**config.mk**
```make
export PLATFORM = sky130hd
export DESIGN_NAME = dram_port_arbiter_flat
export DESIGN_NICKNAME = d
export VERILOG_FILES = /design/src/rtl/dram_port_arbiter_if.sv /design/src/rtl/dram_port_arbiter.sv /design/src/flat_wrapper.sv
export SDC_FILE = /design/constraint.sdc
export NUM_CORES = 1
export LEC_CHECK = 0
export ABC_CLOCK_PERIOD_IN_PS = 2500
export BUFFER_PORTS_ARGS = -buffer_cell sky130_fd_sc_hd__buf_2
export CAP_MARGIN = 20
export CORE_AREA = 2 2 132 134
export DETAILED_ROUTE_END_ITERATION = 8
export DIE_AREA = 0 0 134 136
export HOLD_SLACK_MARGIN = 0.1
export PLACE_DENSITY_LB_ADDON = 0.15
export SLEW_MARGIN = 5
export SYNTH_ARGS = -nofsm -noshare
export SYNTH_HDL_FRONTEND = slang
export SYNTH_SLANG_ARGS = --single-unit
```
**constraint.sdc**
```tcl
create_clock -name clk -period 2.5 [get_ports clk]
set_input_delay 0.25 -clock clk [delete_from_list [all_inputs] [get_ports clk]]
set_output_delay 0.25 -clock clk [all_outputs]
set_load 0.02 [all_outputs]
```
**src/rtl/dram_port_arbiter_if.sv**
```systemverilog
// Requester and DRAM-side signal bundle for dram_port_arbiter.
// The slave modport is the arbiter's view; master is the environment's view.
interface dram_port_arbiter_if #(
  parameter int NUM_REQ    = 3,
  parameter int ADDR_WIDTH = 32,
  parameter int DATA_WIDTH = 32
);
  logic [NUM_REQ-1:0]            i_req_valid;
  logic [NUM_REQ-1:0]            i_req_we;
  logic [NUM_REQ*ADDR_WIDTH-1:0] i_req_addr;
  logic [NUM_REQ*DATA_WIDTH-1:0] i_req_wdata;
  logic [NUM_REQ-1:0]            o_req_ready;
  logic [NUM_REQ-1:0]            o_rsp_valid;
  logic [DATA_WIDTH-1:0]         o_rsp_rdata;
  logic                          o_dram_we;
  logic                          o_dram_re;
  logic [ADDR_WIDTH-1:0]         o_dram_addr;
  logic [DATA_WIDTH-1:0]         o_dram_wdata;
  logic [DATA_WIDTH-1:0]         i_dram_rdata;

  modport slave (
    input  i_req_valid, i_req_we, i_req_addr, i_req_wdata, i_dram_rdata,
    output o_req_ready, o_rsp_valid, o_rsp_rdata,
    output o_dram_we, o_dram_re, o_dram_addr, o_dram_wdata
  );

  modport master (
    output i_req_valid, i_req_we, i_req_addr, i_req_wdata, i_dram_rdata,
    input  o_req_ready, o_rsp_valid, o_rsp_rdata,
    input  o_dram_we, o_dram_re, o_dram_addr, o_dram_wdata
  );
endinterface

```
**src/rtl/dram_port_arbiter.sv**
```systemverilog
// Round-robin arbiter/sequencer sharing one DRAM port among NUM_REQ requesters.
// Define DRAM_ARB_HOST_PRIORITY_EN to give requester 0 strict priority.
module dram_port_arbiter #(
  parameter int NUM_REQ      = 3,
  parameter int ADDR_WIDTH   = 32,
  parameter int DATA_WIDTH   = 32,
  parameter int READ_LATENCY = 2
) (
  input  logic               clk,
  input  logic               rst_n,
  dram_port_arbiter_if.slave bus,
  output logic               o_busy
);
  localparam int GW = (NUM_REQ > 1) ? $clog2(NUM_REQ) : 1;
  localparam int IW = GW + 1;
  localparam int CW = $clog2(READ_LATENCY + 1);

  localparam logic [1:0] S_IDLE    = 2'd0;
  localparam logic [1:0] S_ISSUE   = 2'd1;
  localparam logic [1:0] S_WAIT_RD = 2'd2;
  localparam logic [1:0] S_RESP    = 2'd3;

  logic [1:0]            state_q, state_d;
  logic [GW-1:0]         last_grant_q, last_grant_d;
  logic [GW-1:0]         owner_q, owner_d;
  logic                  we_q, we_d;
  logic [ADDR_WIDTH-1:0] addr_q, addr_d;
  logic [DATA_WIDTH-1:0] wdata_q, wdata_d;
  logic [DATA_WIDTH-1:0] rdata_q, rdata_d;
  logic [CW-1:0]         cnt_q, cnt_d;

  logic                  any_valid;
  logic                  found;
  logic [GW-1:0]         winner;
  logic [IW-1:0]         idx;
  logic [NUM_REQ-1:0]    ready;
  logic [NUM_REQ-1:0]    rsp_valid;

  assign any_valid = |bus.i_req_valid;

  // Search upward from the requester after last_grant, wrapping mod NUM_REQ.
  always_comb begin
    winner = last_grant_q;
    found  = 1'b0;
    idx    = '0;
    for (int i = 1; i <= NUM_REQ; i++) begin
      idx = {1'b0, last_grant_q} + IW'(i);
      if (idx >= IW'(NUM_REQ)) idx = idx - IW'(NUM_REQ);
      if (!found && bus.i_req_valid[idx[GW-1:0]]) begin
        found  = 1'b1;
        winner = idx[GW-1:0];
      end
    end
`ifdef DRAM_ARB_HOST_PRIORITY_EN
    if (bus.i_req_valid[0]) winner = '0;
`endif
  end

  always_comb begin
    ready = '0;
    if (state_q == S_IDLE && any_valid) ready[winner] = 1'b1;
  end

  always_comb begin
    state_d      = state_q;
    last_grant_d = last_grant_q;
    owner_d      = owner_q;
    we_d         = we_q;
    addr_d       = addr_q;
    wdata_d      = wdata_q;
    rdata_d      = rdata_q;
    cnt_d        = cnt_q;
    case (state_q)
      S_IDLE: begin
        if (any_valid) begin
          owner_d = winner;
          we_d    = bus.i_req_we[winner];
          addr_d  = bus.i_req_addr[winner*ADDR_WIDTH +: ADDR_WIDTH];
          wdata_d = bus.i_req_wdata[winner*DATA_WIDTH +: DATA_WIDTH];
`ifdef DRAM_ARB_HOST_PRIORITY_EN
          // Host grants leave the rotation among the other requesters untouched.
          if (winner != '0) last_grant_d = winner;
`else
          last_grant_d = winner;
`endif
          state_d = S_ISSUE;
        end
      end
      S_ISSUE: begin
        if (we_q) begin
          state_d = S_IDLE;
        end else begin
          cnt_d   = CW'(READ_LATENCY);
          state_d = S_WAIT_RD;
        end
      end
      S_WAIT_RD: begin
        if (cnt_q == CW'(1)) begin
          rdata_d = bus.i_dram_rdata;
          state_d = S_RESP;
        end else begin
          cnt_d = cnt_q - CW'(1);
        end
      end
      default: state_d = S_IDLE;
    endcase
  end

  always_ff @(posedge clk or negedge rst_n) begin
    if (!rst_n) begin
      state_q      <= S_IDLE;
      last_grant_q <= GW'(NUM_REQ - 1);
      owner_q      <= '0;
      we_q         <= 1'b0;
      addr_q       <= '0;
      wdata_q      <= '0;
      rdata_q      <= '0;
      cnt_q        <= '0;
    end else begin
      state_q      <= state_d;
      last_grant_q <= last_grant_d;
      owner_q      <= owner_d;
      we_q         <= we_d;
      addr_q       <= addr_d;
      wdata_q      <= wdata_d;
      rdata_q      <= rdata_d;
      cnt_q        <= cnt_d;
    end
  end

  always_comb begin
    rsp_valid = '0;
    if (state_q == S_RESP) rsp_valid[owner_q] = 1'b1;
  end

  // Strobes decode from state so they fall with the asynchronous reset.
  assign bus.o_req_ready  = ready;
  assign bus.o_rsp_valid  = rsp_valid;
  assign bus.o_rsp_rdata  = rdata_q;
  assign bus.o_dram_we    = (state_q == S_ISSUE) &  we_q;
  assign bus.o_dram_re    = (state_q == S_ISSUE) & ~we_q;
  assign bus.o_dram_addr  = addr_q;
  assign bus.o_dram_wdata = wdata_q;
  assign o_busy           = (state_q != S_IDLE);
endmodule

```
**src/flat_wrapper.sv**
```systemverilog
// flat-port wrapper written by rule: the top's interface ports become plain ports
module dram_port_arbiter_flat 
#(
  parameter int NUM_REQ      = 3,
  parameter int ADDR_WIDTH   = 32,
  parameter int DATA_WIDTH   = 32,
  parameter int READ_LATENCY = 2
)
  (clk, rst_n, o_busy, bus_i_req_valid, bus_i_req_we, bus_i_req_addr, bus_i_req_wdata, bus_i_dram_rdata, bus_o_req_ready, bus_o_rsp_valid, bus_o_rsp_rdata, bus_o_dram_we, bus_o_dram_re, bus_o_dram_addr, bus_o_dram_wdata);
  dram_port_arbiter_if #(.NUM_REQ(NUM_REQ), .ADDR_WIDTH(ADDR_WIDTH), .DATA_WIDTH(DATA_WIDTH)) bus_i ();
  input  logic clk;
  input  logic rst_n;
  output logic o_busy;
  input wire logic [$bits(bus_i.i_req_valid)-1:0] bus_i_req_valid;
  input wire logic [$bits(bus_i.i_req_we)-1:0] bus_i_req_we;
  input wire logic [$bits(bus_i.i_req_addr)-1:0] bus_i_req_addr;
  input wire logic [$bits(bus_i.i_req_wdata)-1:0] bus_i_req_wdata;
  input wire logic [$bits(bus_i.i_dram_rdata)-1:0] bus_i_dram_rdata;
  output wire logic [$bits(bus_i.o_req_ready)-1:0] bus_o_req_ready;
  output wire logic [$bits(bus_i.o_rsp_valid)-1:0] bus_o_rsp_valid;
  output wire logic [$bits(bus_i.o_rsp_rdata)-1:0] bus_o_rsp_rdata;
  output wire logic [$bits(bus_i.o_dram_we)-1:0] bus_o_dram_we;
  output wire logic [$bits(bus_i.o_dram_re)-1:0] bus_o_dram_re;
  output wire logic [$bits(bus_i.o_dram_addr)-1:0] bus_o_dram_addr;
  output wire logic [$bits(bus_i.o_dram_wdata)-1:0] bus_o_dram_wdata;
  assign bus_i.i_req_valid = bus_i_req_valid;
  assign bus_i.i_req_we = bus_i_req_we;
  assign bus_i.i_req_addr = bus_i_req_addr;
  assign bus_i.i_req_wdata = bus_i_req_wdata;
  assign bus_i.i_dram_rdata = bus_i_dram_rdata;
  assign bus_o_req_ready = bus_i.o_req_ready;
  assign bus_o_rsp_valid = bus_i.o_rsp_valid;
  assign bus_o_rsp_rdata = bus_i.o_rsp_rdata;
  assign bus_o_dram_we = bus_i.o_dram_we;
  assign bus_o_dram_re = bus_i.o_dram_re;
  assign bus_o_dram_addr = bus_i.o_dram_addr;
  assign bus_o_dram_wdata = bus_i.o_dram_wdata;
  dram_port_arbiter #(.NUM_REQ(NUM_REQ), .ADDR_WIDTH(ADDR_WIDTH), .DATA_WIDTH(DATA_WIDTH), .READ_LATENCY(READ_LATENCY)) u_core (.clk(clk), .rst_n(rst_n), .bus(bus_i), .o_busy(o_busy));
endmodule
```
======== After elaboration in Yosys (flattened, before gate mapping) ========
Cells that the tools add are included.
cells by class
  add/subtract/negate cells ............... 7
  $lt $le $gt $ge ......................... 10
  equality and inequality tests ........... 8
  shift-type cells ........................ 2
  multiplexer cells ....................... 29
  bitwise logic cells ..................... 3
  reductions and logical operators ........ 15
operators by type and width
  kind                   count
  $shiftx A96 B8 Y32     2
  $mux W2                11
  $lt A2 B3 Y1 const B   5
  $ge A3 B2 Y1 const B   3
  $bmux W1 S2            4
  $mux W1                8
  $add A2 B2 Y3 const B  2
  $mux W3                2
  $pmux W2 S3            1
  $reduce_and A2 Y1      3
  $sub A2 B2 Y2 const B  3
  $logic_and A1 B1 Y1    5
  $demux W1 S2           2
  $eq A2 B1 Y1 const B   2
  $eq A2 B2 Y1 const B   2
  $ge A2 B1 Y1 const B   2
  $ne A2 B1 Y1 const B   2
  $ne A2 B2 Y1 const B   2
  $pmux W2 S2            1
  $reduce_bool A2 Y1     2
  $add A2 B1 Y3 const B  1
  $reduce_and A3 Y1      1
  $reduce_or A3 Y1       1
  $and A1 B1 Y1          2
  4 further kinds        5
word-level totals
  bits in registers ....................... 105
  input bits .............................. 232
  output and inout bits ................... 105
  word-level logic and storage cells ...... 82

======== Depth between registers and ports, before layout ========
Gate-level depths: netlist of run 1.
  word-level depth ........................ 17
  gate-level depth with buffers ........... 10
  gate-level depth less buffers ........... 7

======== Worst setup path after synthesis of run 1 ========
No wires, ideal clock.
  path type ............................... register to output
  start ................................... register u_core.last_grant_q[1]
  end ..................................... output port bus_o_req_ready[2]
  data arrival time ....................... 2264 ps
  data required time ...................... 2250 ps
  setup slack ............................. -14 ps
  cell stages (with the launch flop) ...... 11
  buffers on the path ..................... 3
  cells stage by stage .................... dfstp_2 inv_1 ha_1 buf_4 mux2i_1 nor2_1 o41ai_4 nand3_2 buf_6 buf_6 inv_1
between the ends
  longest elaborated chain between the ends .. 17
  elaborated cells on any way between the ends .. 33
  classes of those cells .................. 6 x add/sub; 5 x order compare; 17 x mux; 5 x reduce/logical
ends and longest elaborated chain
  item                                                                RTL line                  text
  start, declared                                                     dram_port_arbiter.sv:24   logic [GW-1:0] last_grant_q, last_grant_d;
  start signal, assigned                                              dram_port_arbiter.sv:112  last_grant_q <= GW'(NUM_REQ - 1);
  start signal, assigned                                              dram_port_arbiter.sv:121  last_grant_q <= last_grant_d;
  $add A2 B1 Y3                                                       dram_port_arbiter.sv:47   idx = {1'b0, last_grant_q} + IW'(i);
  $ge A3 B2 Y1 or $sub A2 B2 Y2 (tied branches)                       dram_port_arbiter.sv:48   if (idx >= IW'(NUM_REQ)) idx = idx - IW'(NUM_REQ);
  $mux W2                                                             dram_port_arbiter.sv:48
  $bmux W1 S2                                                         dram_port_arbiter.sv:49   if (!found && bus.i_req_valid[idx[GW-1:0]]) begin
  $mux W1 (implied by the code)                                       dram_port_arbiter.sv:49
  $mux W1                                                             dram_port_arbiter.sv:49
  $logic_not A1 Y1                                                    dram_port_arbiter.sv:49
  $logic_and A1 B1 Y1                                                 dram_port_arbiter.sv:49
  $mux W1                                                             dram_port_arbiter.sv:49
  $logic_not A1 Y1                                                    dram_port_arbiter.sv:49
  $logic_and A1 B1 Y1                                                 dram_port_arbiter.sv:49
  $mux W2 *                                                           dram_port_arbiter.sv:49
  $lt A2 B3 Y1 (implied by the code) or $ge A2 B1 Y1 (tied branches)  dram_port_arbiter.sv:61   if (state_q == S_IDLE && any_valid) ready[winner] = 1'b1;
  $logic_and A1 B1 Y1 (implied by the code)                           dram_port_arbiter.sv:61
  $mux W1 (implied by the code)                                       dram_port_arbiter.sv:61
  $demux W1 S2 *                                                      --
  $mux W3 *                                                           dram_port_arbiter.sv:61
  end, declared                                                       flat_wrapper.sv:19        output wire logic [$bits(bus_i.o_req_ready)-1:0] bus_o_req_ready;
Mark *: on every way between the ends. The rest lies on a longest branch, timed or not. The select of a mux whose other input is x is not followed.

======== Worst setup path after layout of run 1 ========
  start ................................... register u_core.last_grant_q[1]
  end ..................................... output port bus_o_req_ready[1]
The elaborated chain is that of the path after synthesis.

==> implementation parameters, run 1 <==
Parameter                              Value

Global route
  Number of global-route vias before repair    5599
  Combined global-route utilization of all metal layers    0.192
  GR Overflow Total    0
  Wire length of the first global-routing pass    27700 um
  Largest net degree at the start of global routing    71
  Initial antenna violation count    0

Synth
  Cells after synthesis    501
  Number of warnings issued by yosys    0
  Flip-flop and latch count after synthesis    104
  Share of flip-flops with an asynchronous set or reset    1.00
  Count of distinct cell types in the synthesized netlist    38
  Synth Cell Area    5390 um2
  Post-Syn Nets    742
  Number of flops mapped to enable cells by yosys    0
  Share of the yosys chip area belonging to registers    0.483
  Post-synthesis area per instance    10.8 um2
  Leading register cell type out of synthesis    sky130_fd_sc_hd__dfrtp_1

Outcome
  Violated checks    negative setup slack
  Outcome    complete, but fails checks

Critical path
  Startpoint types    flip-flop
  Required time of the worst setup path    2.25 ns
  Slowest stage cell on the critical path    sky130_fd_sc_hd__dfstp_2
  Worst stage delay on the critical path    0.60 ns
  Arrival time worst endpoint    2.43 ns
  Reg2Reg Capture Point    u_core.bus.o_dram_wdata[19]$_DFFE_PN0P_
  CP Capture Type    primary output
  Setup slack of the most critical reg-to-reg path    -0.07 ns
  Critical path capture point    bus_o_req_ready[1]
  Worst setup path category    reg2out
  Cell Chain, Critical Path    inv_2, ha_4, mux2i_4, nor2_2, o41a_1, nand2_4, nor2_4, buf_6
  Source of the worst register-to-register timing path    u_core.last_grant_q[1]$_DFFE_PN1P_
  Startpoint of the worst setup timing path    u_core.last_grant_q[1]$_DFFE_PN1P_
  Worst-path fanout max    4
  R2R cell count    12

STA
  Hold_ws    0.122 ns
  Worst Skew    0.0102 ns
  Setup WS post-layout    -0.179 ns
  F_max    0.373 GHz
  Period Utilization, post-route    1.07
  Final-report max-slew violation count    0
  Count of final hold-check violations    0
  Final setup violating endpoints    52
  Slew HR    0.596
  Clock period minus final worst setup slack    2.68 ns
  Transition at the pin with the smallest max-transition slack    0.606 ns
  Setup repair after global routing missed its margin    true
  Sum of negative setup slack    -1.63 ns

CTS
  Number of sinks driven by the clock tree    104
  Clock buffer count from CTS    9
  CTS tree    built
  Deepest clock path buffer count    2
  Clock transition at the registers of the reported paths    0.08 ns
  Number of H-tree branching levels    3
  Clock latency reported for the late side of the worst-skew pair    0.35 ns
  Cell at the root of the clock tree    sky130_fd_sc_hd__clkbuf_16

Layout
  Most common library cell in the layout ignoring fill and taps    sky130_fd_sc_hd__buf_2
  Ant. Diodes    0
  Area of the multi-input gates    2580 um2
  Final layout net count    1109
  Most used cells in the layout excluding fill and tap cells    sky130_fd_sc_hd__buf_2 (332), sky130_fd_sc_hd__dfrtp_1 (103), sky130_fd_sc_hd__nand2_1 (73)
  Util after Layout    0.502
  Area growth from synthesis to layout    57.1%
  Post-route cell area    8470 um2
  Seq. cell area    2600 um2
  Number of filler cells placed in the layout    1566
  Ratio of cells with drive above 1 in the final layout    0.559

Drt
  First-iteration detailed-routing DRC count    203
  Count of antenna-violating nets left after detailed routing    0
  Number of remaining DRC errors    0
  Total via count after detailed routing    5284
  Number of optimization iterations in the first detailed-route pass    4
  Post-detailed-route wirelength per cell    17.2 um
  Avg Vias per Cell    4.81
  Sum of routed wire length over all layers    18900 um

Placement
  Cell Area, Placed    7490 um2
  RD Place Congestion    0.787
  HPWL Detailed    13400 um
  Total of buffers placed on input and output ports    336

Die
  Die boundary width    134 um
  Initial standard-cell utilization of the core    0.319
  Row count    48
  Vertical die dimension    136 um
  Floorplan die area    18200 um2
  IO Count    337
  Core area    16900 um2

Pwr
  Internal Dissipation    7510 uW
  Power density over the cells    1540 nW/um2
  Power share of the combinational group    0.655
  Switching power share of the total    0.424
  Share of power burned in registers    0.229
  Clock share of power    0.116
  Worst VDD drop    0.739 mV
  Net switching power    5520 uW
  Static Leakage    0.00464 uW

Worst hold path
  Tightest Hold Check Type    in2reg

Job
  Maximum capacitance violations    0
[final cells by class]
type | instances | share of cell area
repair buffers | 389 | 0.284
flip-flops and latches | 104 | 0.307
inverters | 74 | 0.0331
clock inverters | 6 | 0.00857
multi-input cells | 290 | 0.305
clock buffers | 10 | 0.0282
well taps | 225 | 0.0332
[power by group through the flow]
stage | Sequential [uW] | Combinational (uW) | Clock, uW
after floorplan | 3910 | 3460 | 0
after global placement | 2990 | 6660 | 0
after detailed placement | 2990 | 6840 | 0
after CTS | 2990 | 7450 | 1550
after global routing | 3090 | 9110 | 1600
final | 2990 | 8530 | 1510
[cells in the mapped netlist (2+ instances only)]
library cell	count	area (um2)
sky130_fd_sc_hd__a21oi_1	4	20.0
sky130_fd_sc_hd__a31oi_1	2	12.5
sky130_fd_sc_hd__and3_1	3	18.8
sky130_fd_sc_hd__buf_1	3	11.3
sky130_fd_sc_hd__buf_2	4	20.0
sky130_fd_sc_hd__buf_4	11	82.6
sky130_fd_sc_hd__buf_6	5	56.3
sky130_fd_sc_hd__clkbuf_1	10	37.5
sky130_fd_sc_hd__dfrtp_1	103	2580
sky130_fd_sc_hd__ha_1	9	113
sky130_fd_sc_hd__inv_1	74	278
sky130_fd_sc_hd__mux2_2	33	372
sky130_fd_sc_hd__mux2i_1	66	661
sky130_fd_sc_hd__nand2_1	74	278
sky130_fd_sc_hd__nand2b_1	2	12.5
sky130_fd_sc_hd__nor2_1	5	18.8
sky130_fd_sc_hd__nor2b_1	2	12.5
sky130_fd_sc_hd__nor3_1	2	10.0
sky130_fd_sc_hd__nor3b_1	4	30.0
sky130_fd_sc_hd__o21ai_0	2	10.0
sky130_fd_sc_hd__o221ai_1	66	578
[how the worst min path moves through the flow]
stage                                    start                                      end  slack (ns)  depth (start not counted)
after CTS                 bus_i_dram_rdata[14]   u_core.bus.o_rsp_rdata[14]$_DFFE_PN0P_        0.11                          2
after floorplan                          rst_n    u_core.bus.o_dram_addr[0]$_DFFE_PN0P_       -0.05                          0
after global routing      bus_i_dram_rdata[25]   u_core.bus.o_rsp_rdata[25]$_DFFE_PN0P_        0.11                          2
after global placement                   rst_n  u_core.bus.o_dram_wdata[17]$_DFFE_PN0P_        0.29                          1
final                     bus_i_dram_rdata[14]   u_core.bus.o_rsp_rdata[14]$_DFFE_PN0P_        0.12                          2
after detailed placement                 rst_n  u_core.bus.o_dram_wdata[17]$_DFFE_PN0P_        0.30                          1
[critical path: cells and delay by family, from the launching register on]
family,cells,cell delay (ns)
AO/OA/AOI/OAI,1,0.46
AND/OR/NAND/NOR,3,0.26
multiplexers,1,0.26
flip-flops,1,0.60
buffers and inverters,2,0.19
adder cells (fa/ha/maj),1,0.32
[layer usage]
layer | wire length, um | vias up | track usage
met4 | 505 | 0 | 0.0762
li1 | - | 2496 | -
met2 | 9510 | 250 | 0.348
met5 | 0 | - | 0
met3 | 1460 | 32 | 0.0470
met1 | 7380 | 2506 | 0.218
[timing repair]
item                                    CTS  global route
pin swaps                                13            29
setup buffers                            10             8
hold buffers                              1             0
endpoints found under the setup margin   68            68
resized for setup                        37            53
endpoints found under the hold margin    42             0
gates cloned                              2             4
[state kept, by name (all words and copies together) (netlist names)]
name and flops:
u_core.owner_q 2, u_core.bus.o_dram_wdata 32, u_core.we_q 1, u_core.bus.o_rsp_rdata 32
u_core.last_grant_q 1, u_core.state_q 2, u_core.bus.o_dram_addr 32, u_core.cnt_q 2
[stage by stage]
step	instances	total power, uW	setup slack [ns]
CTS	1087	12000	-0.182
global placement	1058	9650	-0.0839
floorplan	501	7370	0.0354
detailed placement	1058	9840	-0.107
finish	1098	13000	-0.179
global route	1098	13800	-0.254
[cell families (layout without fill, tap and decap cells)]
family,Yosys count,after routing,share of synthesized area
compound gates,86,86,0.137
buf+inv,107,479,0.0900
fa+ha+maj,9,9,0.0209
simple gates,95,95,0.0752
mux,100,100,0.194
flops,104,104,0.483
(Power assumes the default switching activity.)
==> run 2: changes to the inputs <==
ABC_CLOCK_PERIOD_IN_PS = 2800   (was 2500)
CORE_AREA = 2 2 130 132   (was 2 2 132 134)
DIE_AREA = 0 0 132 134   (was 0 0 134 136)
SLEW_MARGIN = 30   (was 5)
clock period = 2.8 ns   (was 2.5 ns; I/O delays follow)
==> implementation parameters, run 2 (synthesized netlist as in run 1, its figures left out) <==
Parameter                              Value

Outcome
  Outcome    finished, final reports clean

Worst hold path
  Tightest Hold Check Type    in2reg
  Endpoint with the worst hold slack    u_core.bus.o_rsp_rdata[6]$_DFFE_PN0P_
  Cell depth of the worst min-delay path    2
  Worst hold path startpoint    bus_i_dram_rdata[6]

Pwr
  Net switching power    4410 uW
  Static Leakage    0.00445 uW
  Internal Dissipation    5710 uW
  Power density over the cells    1300 nW/um2
  Worst VDD drop    0.760 mV
  Switching power share of the total    0.436
  Power share of the combinational group    0.589
  Share of power burned in registers    0.266
  Clock share of power    0.145
  Post-layout power    10100 uW

CTS
  Clock buffer count from CTS    9
  Clock latency reported for the late side of the worst-skew pair    0.35 ns
  Deepest clock path buffer count    2
  Number of sinks driven by the clock tree    104
  Number of H-tree branching levels    3
  Cell at the root of the clock tree    sky130_fd_sc_hd__clkbuf_16
  Clock transition at the registers of the reported paths    0.07 ns
  CTS tree    built

Die
  IO Count    337
  Core area    16300 um2
  Vertical die dimension    134 um
  Row count    47
  Initial standard-cell utilization of the core    0.331
  Floorplan die area    17700 um2
  Die boundary width    132 um

Placement
  HPWL Detailed    13500 um
  RD Place Congestion    0.952
  Total of buffers placed on input and output ports    336
  Cell Area, Placed    7310 um2

Global route
  Wire length of the first global-routing pass    27600 um
  Largest net degree at the start of global routing    66
  GR Overflow Total    0
  Initial antenna violation count    0
  Combined global-route utilization of all metal layers    0.196
  Number of global-route vias before repair    5564

Layout
  Area growth from synthesis to layout    44.9%
  Post-route cell area    7810 um2
  Final layout net count    1078
  Ratio of cells with drive above 1 in the final layout    0.502
  Ant. Diodes    0
  Most common library cell in the layout ignoring fill and taps    sky130_fd_sc_hd__buf_2
  Most used cells in the layout excluding fill and tap cells    sky130_fd_sc_hd__buf_2 (335), sky130_fd_sc_hd__dfrtp_1 (103), sky130_fd_sc_hd__nand2_1 (73)

Critical path
  Required time of the worst setup path    2.52 ns
  Slowest stage cell on the critical path    sky130_fd_sc_hd__dfstp_2
  Reg2Reg Capture Point    u_core.bus.o_dram_addr[14]$_DFFE_PN0P_
  Buffer and inverter count on the worst path    2
  Startpoint types    flip-flop
  Cell Chain, Critical Path    inv_2, ha_4, mux2i_4, nor2_2, o41a_1, nand2_2, nor2_1, buf_2
  Setup slack of the most critical reg-to-reg path    0.14 ns
  CP Capture Type    primary output
  Worst-path fanout max    7
  Arrival time worst endpoint    2.42 ns
  Worst stage delay on the critical path    0.57 ns
  Startpoint of the worst setup timing path    u_core.last_grant_q[1]$_DFFE_PN1P_
  Source of the worst register-to-register timing path    u_core.last_grant_q[1]$_DFFE_PN1P_
  R2R cell count    8
  Kind of cell with the highest combined delay on the critical path    flip-flops
  Worst setup path category    reg2out

STA
  Hold_ws    0.156 ns
  Final setup violating endpoints    0
  F_max    0.371 GHz
  Period Utilization, post-route    0.964
  Worst Skew    0.00754 ns
  Transition at the pin with the smallest max-transition slack    0.622 ns
  Final-report max-slew violation count    0
  Slew HR    0.585
  Clock period minus final worst setup slack    2.70 ns
  Count of final hold-check violations    0

Drt
  First-iteration detailed-routing DRC count    199
  Number of optimization iterations in the first detailed-route pass    7
  Sum of routed wire length over all layers    17700 um
  Total via count after detailed routing    5173
  Avg Vias per Cell    4.87
  Number of remaining DRC errors    0
  Count of antenna-violating nets left after detailed routing    0
  Post-detailed-route wirelength per cell    16.7 um

Job
  Maximum capacitance violations    0
[run 2: routing by layer]
layer	vias to the layer above	global-route usage	part of all wire
met1	2453	0.216	0.38
met5	-	0	0
met3	33	0.0488	0.074
li1	2434	-	-
met2	253	0.355	0.51
met4	0	0.0900	0.027
[run 2: timing repair]
action / 4_1_cts / 5_1_grt
hold buffers: 1 / 0
hold endpoints to repair: 39 / 0
resized for setup: 7 / 7
setup endpoints to repair: 12 / 56
cloned: 1 / 0
pin swaps: 2 / 2
setup buffers: 2 / 4
[run 2: how the worst max path moves through the flow]
stage / cells after the start / to
floorplan: 10 / bus_o_req_ready[2]
global route: 8 / u_core.bus.o_dram_addr[27]$_DFFE_PN0P_
finish: 8 / bus_o_req_ready[1]
global placement: 8 / u_core.bus.o_dram_addr[5]$_DFFE_PN0P_
detailed placement: 8 / u_core.bus.o_dram_addr[27]$_DFFE_PN0P_
CTS: 8 / bus_o_req_ready[1]
[run 2: worst reg2reg max path: cells and delay by family, from the launching register on]
kind            cells  cell delay (ns)
compound gates      2             0.67
fa+ha+maj           1             0.33
buf+inv             2             0.50
flops               1             0.57
mux                 1             0.27
simple gates        2             0.18
[run 2: final cells by class]
cell class                 count  area, um2
fill                        1550       8480
sequential                   104       2600
multi-input combinational    290       2370
timing repair buffer         358       1930
inverter                      74        280
tap                          220        275
clock buffer                   9        225
clock inverter                 7        124
[run 2: power by group through the flow]
| stage | logic (uW) | registers, uW | clock network (uW) |
|---|---|---|---|
| final | 5960 | 2690 | 1470 |
| after global routing | 6450 | 2780 | 1590 |
| after CTS | 5870 | 2690 | 1520 |
| after detailed placement | 5640 | 2700 | 0 |
| after global placement | 5500 | 2690 | 0 |
| after floorplan | 3080 | 3490 | 0 |
[run 2: stage by stage]
stage / utilization / TNS (ns) / std cells / worst slack [ns]
floorplan: - / 0 / 501 / 0.256
finish: 0.479 / 0 / 1062 / 0.102
global placement: 0.449 / 0 / 1038 / 0.119
detailed placement: 0.449 / -0.0174 / 1038 / -0.0110
global route: 0.479 / -0.0498 / 1062 / -0.0112
CTS: 0.476 / 0 / 1058 / 0.00633
